## src/rtl/lsu_arbiter_pkg.sv

```systemverilog
// Shared definitions for the LSU arbiter: requester identity and default depth.
package lsu_arbiter_pkg;

    // Requester identity; port 0 carries the older instruction.
    typedef enum logic {
        PORT0 = 1'b0,
        PORT1 = 1'b1
    } port_id_e;

    // Default number of accepted-but-unanswered requests tracked.
    localparam int OUTST_DEPTH_DEF = 4;

endpackage : lsu_arbiter_pkg

```

## src/rtl/lsu_arbiter_order_fifo.sv

```systemverilog
// In-order FIFO of requester ids: records who owns each outstanding request
// so responses, which return in order, can be steered back to the right port.
module order_fifo
    import lsu_arbiter_pkg::*;
#(
    parameter int DEPTH = OUTST_DEPTH_DEF
) (
    input  logic     clk,
    input  logic     reset,
    input  logic     push,
    input  port_id_e push_id,
    input  logic     pop,
    output port_id_e head_id,
    output logic     full,
    output logic     empty
);

    localparam int PTR_W = $clog2(DEPTH);
    localparam int CNT_W = PTR_W + 1;

    logic [DEPTH-1:0] mem_q, mem_d;
    logic [PTR_W-1:0] wr_ptr_q, wr_ptr_d;
    logic [PTR_W-1:0] rd_ptr_q, rd_ptr_d;
    logic [CNT_W-1:0] cnt_q, cnt_d;
    logic             do_push_s;
    logic             do_pop_s;

    // Status flags and head entry decoded from the registered state.
    always_comb begin
        full    = (cnt_q == CNT_W'(DEPTH));
        empty   = (cnt_q == {CNT_W{1'b0}});
        head_id = port_id_e'(mem_q[rd_ptr_q]);
    end

    // Next-state: guarded push/pop; pointers wrap naturally (depth is a power of two).
    always_comb begin
        do_push_s = push & ~full;
        do_pop_s  = pop & ~empty;
        mem_d     = mem_q;
        wr_ptr_d  = wr_ptr_q;
        rd_ptr_d  = rd_ptr_q;
        cnt_d     = cnt_q;
        if (do_push_s) begin
            mem_d[wr_ptr_q] = push_id;
            wr_ptr_d        = wr_ptr_q + PTR_W'(1);
        end else begin
            wr_ptr_d = wr_ptr_q;
        end
        if (do_pop_s) begin
            rd_ptr_d = rd_ptr_q + PTR_W'(1);
        end else begin
            rd_ptr_d = rd_ptr_q;
        end
        case ({do_push_s, do_pop_s})
            2'b10:   cnt_d = cnt_q + CNT_W'(1);
            2'b01:   cnt_d = cnt_q - CNT_W'(1);
            default: cnt_d = cnt_q;
        endcase
    end

    // State register with synchronous reset that discards all entries.
    always_ff @(posedge clk) begin
        if (reset) begin
            mem_q    <= {DEPTH{1'b0}};
            wr_ptr_q <= {PTR_W{1'b0}};
            rd_ptr_q <= {PTR_W{1'b0}};
            cnt_q    <= {CNT_W{1'b0}};
        end else begin
            mem_q    <= mem_d;
            wr_ptr_q <= wr_ptr_d;
            rd_ptr_q <= rd_ptr_d;
            cnt_q    <= cnt_d;
        end
    end

endmodule : order_fifo

```

## src/rtl/lsu_arbiter.sv

```systemverilog
// Two-requester LSU arbiter onto a single MMU channel: fixed priority to
// port 0, grant held until address handshake, in-order response steering.
module lsu_arbiter
    import lsu_arbiter_pkg::*;
#(
    parameter int OUTST_DEPTH = OUTST_DEPTH_DEF
) (
    input  logic        clk,
    input  logic        reset,
    input  logic        s0_req,
    input  logic [31:0] s0_addr,
    input  logic        s0_we,
    input  logic [1:0]  s0_size,
    input  logic [3:0]  s0_wstrb,
    input  logic [31:0] s0_wdata,
    output logic        s0_addr_ok,
    output logic        s0_data_ok,
    output logic [31:0] s0_rdata,
    output logic        s0_tlbr,
    output logic        s0_pil,
    output logic        s0_pis,
    output logic        s0_ppi,
    output logic        s0_pme,
    input  logic        s1_req,
    input  logic [31:0] s1_addr,
    input  logic        s1_we,
    input  logic [1:0]  s1_size,
    input  logic [3:0]  s1_wstrb,
    input  logic [31:0] s1_wdata,
    output logic        s1_addr_ok,
    output logic        s1_data_ok,
    output logic [31:0] s1_rdata,
    output logic        s1_tlbr,
    output logic        s1_pil,
    output logic        s1_pis,
    output logic        s1_ppi,
    output logic        s1_pme,
    output logic        mmu_req,
    output logic [31:0] mmu_addr,
    output logic        mmu_we,
    output logic [1:0]  mmu_size,
    output logic [3:0]  mmu_wstrb,
    output logic [31:0] mmu_wdata,
    input  logic        mmu_addr_ok,
    input  logic        mmu_data_ok,
    input  logic [31:0] mmu_rdata,
    input  logic        mmu_tlbr,
    input  logic        mmu_pil,
    input  logic        mmu_pis,
    input  logic        mmu_ppi,
    input  logic        mmu_pme
);

    logic     lock_valid_q, lock_valid_d;
    port_id_e lock_port_q, lock_port_d;
    port_id_e sel_s;
    logic     sel_req_s;
    logic     push_s;
    logic     pop_s;
    port_id_e head_s;
    logic     fifo_full_s;
    logic     fifo_empty_s;
    logic     grant0_s;
    logic     grant1_s;

    // Port selection: a pending locked request wins, otherwise fixed priority.
    always_comb begin
        sel_s = PORT1;
        if (lock_valid_q) begin
            sel_s = lock_port_q;
        end else if (s0_req) begin
            sel_s = PORT0;
        end else begin
            sel_s = PORT1;
        end
    end

    // Request channel mux; issue is throttled when every order slot is in use.
    always_comb begin
        sel_req_s = 1'b0;
        mmu_addr  = 32'h0000_0000;
        mmu_we    = 1'b0;
        mmu_size  = 2'b00;
        mmu_wstrb = 4'h0;
        mmu_wdata = 32'h0000_0000;
        case (sel_s)
            PORT0: begin
                sel_req_s = s0_req;
                mmu_addr  = s0_addr;
                mmu_we    = s0_we;
                mmu_size  = s0_size;
                mmu_wstrb = s0_wstrb;
                mmu_wdata = s0_wdata;
            end
            PORT1: begin
                sel_req_s = s1_req;
                mmu_addr  = s1_addr;
                mmu_we    = s1_we;
                mmu_size  = s1_size;
                mmu_wstrb = s1_wstrb;
                mmu_wdata = s1_wdata;
            end
            default: begin
                sel_req_s = 1'b0;
            end
        endcase
        mmu_req = sel_req_s & ~fifo_full_s;
    end

    // Handshake, exception and response steering back to the requesters.
    always_comb begin
        grant0_s   = mmu_req & (sel_s == PORT0);
        grant1_s   = mmu_req & (sel_s == PORT1);
        push_s     = mmu_req & mmu_addr_ok;
        pop_s      = mmu_data_ok & ~fifo_empty_s;
        s0_addr_ok = grant0_s & mmu_addr_ok;
        s1_addr_ok = grant1_s & mmu_addr_ok;
        s0_tlbr    = grant0_s & mmu_tlbr;
        s0_pil     = grant0_s & mmu_pil;
        s0_pis     = grant0_s & mmu_pis;
        s0_ppi     = grant0_s & mmu_ppi;
        s0_pme     = grant0_s & mmu_pme;
        s1_tlbr    = grant1_s & mmu_tlbr;
        s1_pil     = grant1_s & mmu_pil;
        s1_pis     = grant1_s & mmu_pis;
        s1_ppi     = grant1_s & mmu_ppi;
        s1_pme     = grant1_s & mmu_pme;
        s0_data_ok = pop_s & (head_s == PORT0);
        s1_data_ok = pop_s & (head_s == PORT1);
        s0_rdata   = mmu_rdata;
        s1_rdata   = mmu_rdata;
    end

    // Lock next-state: hold the grant while an issued request awaits addr_ok;
    // a handshake or a dropped request both release it.
    always_comb begin
        lock_valid_d = 1'b0;
        lock_port_d  = lock_port_q;
        if (mmu_req && !mmu_addr_ok) begin
            lock_valid_d = 1'b1;
            lock_port_d  = sel_s;
        end else begin
            lock_valid_d = 1'b0;
        end
    end

    // Lock register with synchronous reset.
    always_ff @(posedge clk) begin
        if (reset) begin
            lock_valid_q <= 1'b0;
            lock_port_q  <= PORT0;
        end else begin
            lock_valid_q <= lock_valid_d;
            lock_port_q  <= lock_port_d;
        end
    end

    order_fifo #(
        .DEPTH (OUTST_DEPTH)
    ) u_order_fifo (
        .clk     (clk),
        .reset   (reset),
        .push    (push_s),
        .push_id (sel_s),
        .pop     (pop_s),
        .head_id (head_s),
        .full    (fifo_full_s),
        .empty   (fifo_empty_s)
    );

endmodule : lsu_arbiter

```

## config.mk

```make
export PLATFORM = sky130hd
export DESIGN_NAME = lsu_arbiter
export DESIGN_NICKNAME = d
export VERILOG_FILES = /design/src/rtl/lsu_arbiter_pkg.sv /design/src/rtl/lsu_arbiter_order_fifo.sv /design/src/rtl/lsu_arbiter.sv
export SDC_FILE = /design/constraint.sdc
export NUM_CORES = 1
export LEC_CHECK = 0
export CAP_MARGIN = 10
export CORE_AREA = 2 2 132 134
export DETAILED_ROUTE_END_ITERATION = 12
export DIE_AREA = 0 0 134 136
export DONT_BUFFER_PORTS = 1
export PLACE_DENSITY_LB_ADDON = 0.05
export SLEW_MARGIN = 20
export SYNTH_ARGS = -nofsm -noshare
export SYNTH_HDL_FRONTEND = slang
export SYNTH_SLANG_ARGS = --single-unit
export TNS_END_PERCENT = 1
```

## constraint.sdc

```tcl
create_clock -name clk -period 2.5 [get_ports clk]
set_input_delay 0.125 -clock clk [delete_from_list [all_inputs] [get_ports clk]]
set_output_delay 0.125 -clock clk [all_outputs]
set_load 0.01 [all_outputs]
```

Word level (Yosys, flattened, before mapping)
Cells that the tools add are included.

word-level totals
  bits in registers = 13
  latch bits = 0
  bits in writable memories = 0
  bits in read-only memories = 0
  output and inout port bits = 150
  word-level logic and storage cells = 61
  memories = 0

operators by class
  add/sub/neg operators = 4
  $mul = 0
  divide/modulo/power cells = 0
  $lt $le $gt $ge = 3
  eq/ne operators = 3
  shift-type cells = 0
  multiplexer cells = 15
  bitwise gates (word level) = 25
  reduce and logical (&&, ||, !) cells = 5

operator list
  operator                                                                              count
  32-bit case mux with 2 select lines                                                   2
  1-bit bitwise AND                                                                     21
  4-bit case mux with 2 select lines                                                    1
  2-bit by 3-bit less-than comparator with 1-bit output (second input constant)         2
  3-bit case mux with 2 select lines                                                    1
  1-bit two-way mux                                                                     5
  2-bit by 1-bit adder with 2-bit output (second input constant)                        2
  4-bit bitwise mux                                                                     1
  1-bit inverter                                                                        4
  1-bit case mux with 2 select lines                                                    2
  2-bit case mux with 2 select lines                                                    1
  3-bit by 1-bit adder with 3-bit output (second input constant)                        1
  3-bit equality test (second input constant)                                           1
  3-bit logical NOT                                                                     1
  3-bit by 1-bit subtractor with 3-bit output (second input constant)                   1
  1-bit binary-select mux with 2-bit select                                             1
  1-bit demux with 2-bit select                                                         1
  2-bit by 1-bit equality test with 1-bit output (second input constant)                1
  2-bit equality test (second input constant)                                           1
  2-bit by 1-bit greater-or-equal comparator with 1-bit output (second input constant)  1
  1-bit logical AND                                                                     2
  2-bit nonzero test                                                                    1
  1-bit logical NOT                                                                     1

Longest topological paths before layout
Gate-level depths: netlist (run 1).

  depth in word-level cells = 9
  mapped depth = 10
  gate-level depth less buffers = 10

Hierarchy
Synthesis (run 1) repeated with hierarchy kept, for this count alone.

unflattened totals
  cells, all modules = 241
  area, all modules = 2233.4 µm²

modules (own cells, without submodules)
  module       times used  cells an instance  area an instance (µm²)
  lsu_arbiter  1           176                1626.6
  order_fifo   1           65                 606.8

Least setup slack after synthesis (run 1)
Ideal clock, no wire load.

  path kind = reg-to-reg
  start point = register u_order_fifo.cnt_q[0]
  end point = register u_order_fifo.cnt_q[2]
  library setup time = 0.070 ns
  data arrival time = 2.032 ns
  slack = 0.398 ns
  stages on the path, launching flop included = 11
  buffers on the path = 0
  period minus slack after synthesis = 2.102 ns
  path through = dfxtp_1 nor2_1 a22oi_2 o211a_1 inv_1 ha_1 inv_1 fa_1 xor2_1 or3_1 a21oi_1

between the ends
  cells in the longest elaborated chain, start to end = 7
  elaborated cells between the ends (all ways) = 15
  classes of those cells = 2 x add/sub; 3 x eq/ne; 1 x mux; 7 x bitwise; 2 x reduce/logical

ends and longest elaborated chain
  element                                                                                line                                              text
  from (decl)                                                                            lsu_arbiter_order_fifo.sv:24                      logic [CNT_W-1:0] cnt_q, cnt_d;
  from (signal assigned)                                                                 lsu_arbiter_order_fifo.sv:67                      cnt_q <= {CNT_W{1'b0}};
  from (signal assigned)                                                                 lsu_arbiter_order_fifo.sv:72                      cnt_q <= cnt_d;
  3-bit equality test                                                                    lsu_arbiter_order_fifo.sv:30                      full = (cnt_q == CNT_W'(DEPTH));
  1-bit inverter                                                                         lsu_arbiter_order_fifo.sv:37, lsu_arbiter.sv:107
  1-bit bitwise AND                                                                      lsu_arbiter.sv:107                                mmu_req = sel_req_s & ~fifo_full_s;
  1-bit bitwise AND                                                                      lsu_arbiter.sv:114                                push_s = mmu_req & mmu_addr_ok;
  1-bit bitwise AND                                                                      lsu_arbiter_order_fifo.sv:37                      do_push_s = push & ~full;
  2-bit by 1-bit equality test with 1-bit output or 2-bit equality test (tied branches)  lsu_arbiter_order_fifo.sv:54                      case ({do_push_s, do_pop_s})
  3-bit case mux with 2 select lines or 2-bit nonzero test (tied branches)               -

Several ways; a longest one is shown, not always the timed one.
A chain may end at the register's enable or synchronous reset.

Final worst setup path (run 1)
Same ends and word-level chain as after synthesis.

==> out/qor.yml, run 1 <==
yosys:
  seq_area_frac_synth_pct: 12.1
  synth_area_leader_cell: "sky130_fd_sc_hd__mux2_2"
  post-synth-top-count-cell: "sky130_fd_sc_hd__mux2_2"
  synth_flop_cell: "sky130_fd_sc_hd__dfxtp_1"
  synth.top_cells.by_count: "71 x sky130_fd_sc_hd__mux2_2, 64 x sky130_fd_sc_hd__buf_4, 13 x sky130_fd_sc_hd__dfxtp_1, 12 x sky130_fd_sc_hd__and2_1"
  synth_area_per_cell_sq_um: 9.17
  synth_enable_flop_cells: 0
  post_synthesis_sequential_element_count: 13
  postSynthNetCount: 426
  synth.yosys.warnings: 0
  netlist_area_sq_um: 2150
  post-synth-top-area-fraction_pct: 37.1
  synth.lib_cells_used.distinct: 36
  synth_async_sr_flop_share_pct: 0
  yosys-top-cells-area: "sky130_fd_sc_hd__mux2_2 37%, sky130_fd_sc_hd__buf_4 22%, sky130_fd_sc_hd__dfxtp_1 12%, sky130_fd_sc_hd__and2_1 3.5%, sky130_fd_sc_hd__ha_1 2.9%"
  syn-instance-count: 235
floorplanning:
  die-area_sq_um: 18200
  design.core.area_sq_um: 16900
  die_width_microns: 134
  floorplan.io_pins: 335
  placement_rows: 48
  dieHeight_microns: 136
  starting_density_of_the_core_pct: 12.8
layout:
  num-fill-cells: 1934
  multiInputGateArea_sq_um: 1340
  post_route_cells_drive_above_1_share_pct: 49.1
  area.sequential_sq_um: 260
  syn_to_final_growth_pct: -4.82
  finalNetCount: 361
  antennaDiodeCount: 0
  finalCoreUtilization_pct: 12.2
  final_cell_area_sq_um: 2050
worst_setup_path:
  worst_path_cell_trace: "nor2_2, a22oi_2, o211a_1, inv_1, ha_1, inv_1, fa_1, xor2_1, or3_1, a21oi_1"
  timing.critical_path.to_type: "flop"
  cp_common_cell: "sky130_fd_sc_hd__inv_1"
  cell_type_group_with_the_largest_total_delay_on_the_critical_path: "adder cells"
  cp_data_arrival_time_ns: 2.46
  worstPathBufferInverterCount: 2
  worst-endpoint-required_ns: 2.68
  critPathMaxFanout: 8
  timing.critical_path.slowest_stage_cell: "sky130_fd_sc_hd__fa_1"
  path_class: "flop to flop"
  crit_path_start_kind: "flop"
  cp_slowest_stage_delay_ns: 0.37
grt:
  overflow: 0
  first_global_vias: 1296
  grt_util_all_layers_pct: 7.96
  grt_pass1_wl_microns: 10100
  maximum_number_of_pins_on_one_net_before_global_route_repair: 81
  initial_antenna_violation_count: 5
drt:
  drt-pass1-iter-count: 4
  dr.first_iter.drc_count: 52
  drt_drc_violations_left: 0
  dr_total_vias: 1384
  wl_per_cell_microns: 21.8
  detail_route.vias_per_cell: 3.51
  ant_nets: 0
  postRouteWirelength_microns: 8610
sta:
  rsz_0062_raised_after_global_routing: "false"
  min_period_ns: 2.28
  final-hold-violation-count: 0
  fin_crit_sh_pct: 91.3
  final-setup-viol-count: 0
  whs_ns: 0.0614
  worstMarginPinSlew_ns: 0.491
  setup_total_negative_slack_ns: 0
  timing.max_slew.rel_slack_pct: 67.3
  clock.fmax_ghz: 0.438
  slew_violations: 0
  clock_skew_ns: 0.00173
clocking:
  cts_made_buffers: 3
  htree_num_levels: 1
  clk-insertion-delay-late_ns: 0.25
  cts.reportedPaths.clkPinSlew_ns: 0.05
  tritoncts: "done"
  tritoncts_num_sinks: 13
  cts_setup_buffers: 0
  cts-root-buf: "sky130_fd_sc_hd__clkbuf_16"
  clk_path_buf_depth: 2
pwr:
  cell_internal_pwr_uw: 748
  switchingPower_uw: 509
  gate_power_share_pct: 50.8
  peakVddDrop_mv: 0.207
  post-layout-total-power_uw: 1260
  switching_share_pct: 40.5
  seq_power_share_pct: 24.1
  power.static_leakage_uw: 0.000695
  p_clk_share_pct: 25.1
  powerDensity_nw_per_um2: 613
outcome:
  outcome: "complete, no violations"
flow_run:
  cap_violations: 0
placed_design:
  detailedPlacementHpwl_microns: 7530
  placement.io_buffers: 0
  place_congestion: 0.628
  dpl_cell_area_sq_um: 1950
worst_hold_path:
  hold_path_class: "input port to flop"
==> per-stage QoR <==
step	cells	worst slack (ns)
global route	394	0.0117
floorplan	235	0.398
global placement	388	0.171
finish	394	0.218
CTS	394	0.115
detailed placement	388	0.130
==> timing repair <==
item	in CTS	in global routing
endpoints found under the setup margin	0	1
hold endpoints to repair	7	0
gates resized for setup	0	1
hold buffers	2	0
==> flip-flops by register name, summed over array words and instances (netlist names) <==
register	flops
u_order_fifo.mem_q	4
lock_valid_q	1
lock_port_q	1
u_order_fifo.cnt_q	3
u_order_fifo.rd_ptr_q	2
u_order_fifo.wr_ptr_q	2
==> layer usage <==
layer,vias up,share of wire [%],GRT usage (%)
li1,616,-,-
met1,611,40,9.94
met2,133,48,12.6
met3,20,10,3.17
met4,4,1.8,2.48
met5,-,0.31,0
==> final cells by class <==
| type | count | area share, % |
|---|---|---|
| Clock buffer | 3 | 3.66 |
| Inverter | 9 | 1.65 |
| Multi-Input combinational cell | 138 | 65.3 |
| Timing Repair Buffer | 5 | 2.68 |
| Tap cell | 225 | 13.7 |
| Clock inverter | 1 | 0.244 |
| Sequential cell | 13 | 12.7 |
==> kinds of logic after synthesis <==
family                     Yosys count  synth area share, %
buffers and inverters               84                 26.2
muxes                               79                 41.6
DFF                                 13                 12.1
and+or+nand+nor                     34                 8.94
adders and majority gates            6                 3.83
AOI/OAI and AO/OA                   15                 5.63
xor gates and xnor gates             4                 1.63
==> worst paths after layout <==
kind / endpoint / cells past startpoint / slack [ns] / start
worst max-delay path: u_order_fifo.cnt_q[2]$_SDFFE_PP0P_ / 10 / 0.22 / u_order_fifo.cnt_q[0]$_SDFFE_PP0P_
worst min-delay path: u_order_fifo.wr_ptr_q[1]$_SDFFE_PP0P_ / 2 / 0.06 / reset
worst max register to register: u_order_fifo.cnt_q[2]$_SDFFE_PP0P_ / 10 / 0.22 / u_order_fifo.cnt_q[0]$_SDFFE_PP0P_
worst min register to register: u_order_fifo.mem_q[0]$_SDFFE_PP0P_ / 2 / 0.48 / u_order_fifo.mem_q[0]$_SDFFE_PP0P_
==> layout by cell type (no fill, tap or decap), types with 2 or more instances in the layout <==
| cell | count |
|---|---|
| sky130_fd_sc_hd__inv_1 | 9 |
| sky130_fd_sc_hd__dfxtp_1 | 13 |
| sky130_fd_sc_hd__mux2i_1 | 5 |
| sky130_fd_sc_hd__and2_1 | 12 |
| sky130_fd_sc_hd__nand2b_1 | 6 |
| sky130_fd_sc_hd__ha_1 | 5 |
| sky130_fd_sc_hd__clkbuf_16 | 3 |
| sky130_fd_sc_hd__dlygate4sd3_1 | 2 |
| sky130_fd_sc_hd__mux2_2 | 71 |
| sky130_fd_sc_hd__a21oi_1 | 2 |
| sky130_fd_sc_hd__o2111ai_1 | 4 |
| sky130_fd_sc_hd__xor2_1 | 3 |
| sky130_fd_sc_hd__nor2_1 | 8 |
| sky130_fd_sc_hd__buf_4 | 2 |
==> power by group through the flow <==
stage	clock network (uW)	logic, uW	registers [uW]
final	315	638	303
after global routing	339	697	312
after CTS	330	653	302
after detailed placement	0	638	306
after global placement	0	658	308
after floorplan	0	640	289
Power figures use the tool's default switching activity.
==> inputs of run 2 (changes only) <==
--- a/config.mk
+++ b/config.mk
@@ -6,6 +6,8 @@
 export NUM_CORES = 1
 export LEC_CHECK = 0
 export CAP_MARGIN = 10
+export CELL_PAD_IN_SITES_DETAIL_PLACEMENT = 1
+export CELL_PAD_IN_SITES_GLOBAL_PLACEMENT = 1
 export CORE_AREA = 2 2 132 134
 export DETAILED_ROUTE_END_ITERATION = 12
 export DIE_AREA = 0 0 134 136
==> constraint.sdc (replaced) <==
create_clock -name clk -period 2.6 [get_ports clk]
set_input_delay 0.13 -clock clk [delete_from_list [all_inputs] [get_ports clk]]
set_output_delay 0.13 -clock clk [all_outputs]
set_load 0.01 [all_outputs]
==> run 2 against run 1 <==
Effect of this change:
- critical path depth decreased by 7
- sequential power is 5% lower
- clock skew rose by 0.00081 ns
- critical path type is now flop to primary output
- first-iteration DRC count down 46%
- largest cell class unchanged
- non-clock buffer count stayed put
- power fell by 3.9%
- via count increased by 5.3%
- core utilization unchanged
- design area stayed put
==> out/qor.yml, run 2 (synthesized netlist as in run 1, its figures left out) <==
worst_setup_path:
  worst-endpoint-required_ns: 2.47  # was 2.68 ns
  crit_path_start_kind: "flop"  # unchanged
  worst_path_cell_trace: "mux2i_4, buf_4, mux2_2"  # was nor2_2, a22oi_2, o211a_1, inv_1, ha_1, inv_1, fa_1, xor2_1, or3_1, a21oi_1
  timing.critical_path.slowest_stage_cell: "sky130_fd_sc_hd__buf_4"  # was sky130_fd_sc_hd__fa_1
  cp_slowest_stage_delay_ns: 0.73  # was 0.37 ns
  critPathMaxFanout: 80  # was 8
  worstPathBufferInverterCount: 1  # was 2
  timing.critical_path.to_type: "primary output"  # was flop
  cp_data_arrival_time_ns: 2.26  # was 2.46 ns
  path_class: "flop to primary output"  # was flop to flop
  cell_type_group_with_the_largest_total_delay_on_the_critical_path: "multiplexers"  # was adder cells
drt:
  ant_nets: 0  # unchanged
  drt_drc_violations_left: 0  # unchanged
  dr.max_layer_used: "met5"  # unchanged
  postRouteWirelength_microns: 9640  # was 8610 microns
  dr.first_iter.drc_count: 28  # was 52
  detail_route.vias_per_cell: 3.64  # was 3.51
  wl_met1_microns: 3520  # was 3420 microns
  met2WireLength_microns: 4320  # was 4120 microns
  met3_wirelength_microns: 1670  # was 883 microns
  drt-pass1-iter-count: 4  # unchanged
  wl_per_cell_microns: 24.1  # was 21.8 microns
  dr_total_vias: 1457  # was 1384
outcome:
  outcome: "complete, no violations"  # unchanged
pwr:
  switchingPower_uw: 493  # was 509 uW
  cell_internal_pwr_uw: 714  # was 748 uW
  seq_power_share_pct: 23.9  # was 24.1%
  post-layout-total-power_uw: 1210  # was 1260 uW
  power.static_leakage_uw: 0.000689  # was 0.000695 uW
  switching_share_pct: 40.8  # was 40.5%
  powerDensity_nw_per_um2: 589  # was 613 nW/um^2
  p_clk_share_pct: 24.9  # was 25.1%
  peakVddDrop_mv: 0.197  # was 0.207 mV
  gate_power_share_pct: 51.2  # was 50.8%
grt:
  grt_pass1_wl_microns: 11500  # was 10100 microns
  initial_antenna_violation_count: 15  # was 5
  overflow: 0  # unchanged
  maximum_number_of_pins_on_one_net_before_global_route_repair: 81  # unchanged
  first_global_vias: 1513  # was 1296
  grt_util_all_layers_pct: 9.09  # was 7.96%
worst_hold_path:
  hold_path_class: "input port to flop"  # unchanged
sta:
  whs_ns: 0.0691  # was 0.0614 ns
  timing.max_slew.rel_slack_pct: 34.5  # was 67.3%
  clock.fmax_ghz: 0.419
  worstMarginPinSlew_ns: 0.983  # was 0.491 ns
  final-setup-viol-count: 0  # unchanged
  fin_crit_sh_pct: 91.8
  min_period_ns: 2.39
  rsz_0062_raised_after_global_routing: "false"  # unchanged
  final-hold-violation-count: 0  # unchanged
  clock_skew_ns: 0.00254  # was 0.00173 ns
  slew_violations: 0  # unchanged
  setup_total_negative_slack_ns: 0  # unchanged
layout:
  syn_to_final_growth_pct: -4.82  # unchanged
  finalNetCount: 361  # unchanged
  mostFrequentLayoutCells: "71 x sky130_fd_sc_hd__mux2_2, 13 x sky130_fd_sc_hd__dfxtp_1, 12 x sky130_fd_sc_hd__and2_1"  # unchanged
  final_cell_count_no_fill: 400  # was 394
  post_route_cells_drive_above_1_share_pct: 48.5  # was 49.1%
  largest_register_by_flop_count: "u_order_fifo.mem_q"  # unchanged
  top_regs: "u_order_fifo.mem_q (4), u_order_fifo.cnt_q (3)"  # unchanged
  flip_flop_count_of_the_largest_register_after_layout: 4  # unchanged
  layout_commonest_cell: "sky130_fd_sc_hd__mux2_2"  # unchanged
  finalCoreUtilization_pct: 12.2  # unchanged
floorplanning:
  die-area_sq_um: 18200  # unchanged
  die_width_microns: 134  # unchanged
  starting_density_of_the_core_pct: 12.8  # unchanged
  placement_rows: 48  # unchanged
  dieHeight_microns: 136  # unchanged
  design.core.area_sq_um: 16900  # unchanged
  floorplan.io_pins: 335  # unchanged
clocking:
  cts_made_buffers: 3  # unchanged
  cts-root-buf: "sky130_fd_sc_hd__clkbuf_16"  # unchanged
  htree_num_levels: 1  # unchanged
  tritoncts: "done"  # unchanged
  tritoncts_num_sinks: 13  # unchanged
  cts.repair.resized: 0  # unchanged
  cts.reportedPaths.clkPinSlew_ns: 0.05  # about the same
  clk-insertion-delay-late_ns: 0.24  # was 0.25 ns
  clk_path_buf_depth: 2  # unchanged
placed_design:
  placed_cells: 388  # unchanged
  place_congestion: 0.668  # was 0.628
  placement.io_buffers: 0  # unchanged
  detailedPlacementHpwl_microns: 8580  # was 7530 microns
flow_run:
  cap_violations: 0  # unchanged
## run 2: layer usage
metal | track usage [%] | vias to the layer above
met2 | 13.6 | 160
met1 | 11.2 | 651
met4 | 1.48 | 8
met5 | 0 | -
met3 | 5.78 | 13
li1 | - | 625
## run 2: area by class of cell
class	instances	area (sq um)
Fill cell	1994	14800
Antenna cell	6	15.0
Timing Repair Buffer	5	42.5
Clock inverter	1	5.00
Sequential cell	13	260
Clock buffer	3	75.1
Inverter	9	33.8
Tap cell	225	282
Multi-Input combinational cell	138	1340
## run 2: path summary, 6_finish.rpt
kind / start / slack (ns) / cells past startpoint / endpoint
setup / recovery: lock_valid_q$_SDFF_PP0_ / 0.21 / 3 / mmu_wdata[8]
hold / removal: reset / 0.07 / 2 / u_order_fifo.mem_q[3]$_SDFFE_PP0P_
setup reg to reg: u_order_fifo.cnt_q[0]$_SDFFE_PP0P_ / 0.26 / 10 / u_order_fifo.cnt_q[2]$_SDFFE_PP0P_
hold reg to reg: u_order_fifo.mem_q[0]$_SDFFE_PP0P_ / 0.48 / 2 / u_order_fifo.mem_q[0]$_SDFFE_PP0P_
## run 2: power groups by stage
stage	sequential, uW	clock, uW	combinational, uW
final	288	301	618
after global routing	297	320	684
after CTS	290	319	638
after detailed placement	294	0	629
after global placement	291	0	620
after floorplan	278	0	616
## run 2: timing repair
item | in CTS | in global routing
hold endpoints to repair | 7 | 0
hold buffers | 2 | 0
setup buffers | 0 | 0
## run 2: metrics by stage
stage               setup slack [ns]  area [sq um]
finish                         0.213          2050
global route                  0.0514          2040
detailed placement             0.225          1940
floorplan                      0.498          2150
global placement               0.306          1940
CTS                            0.124          2040
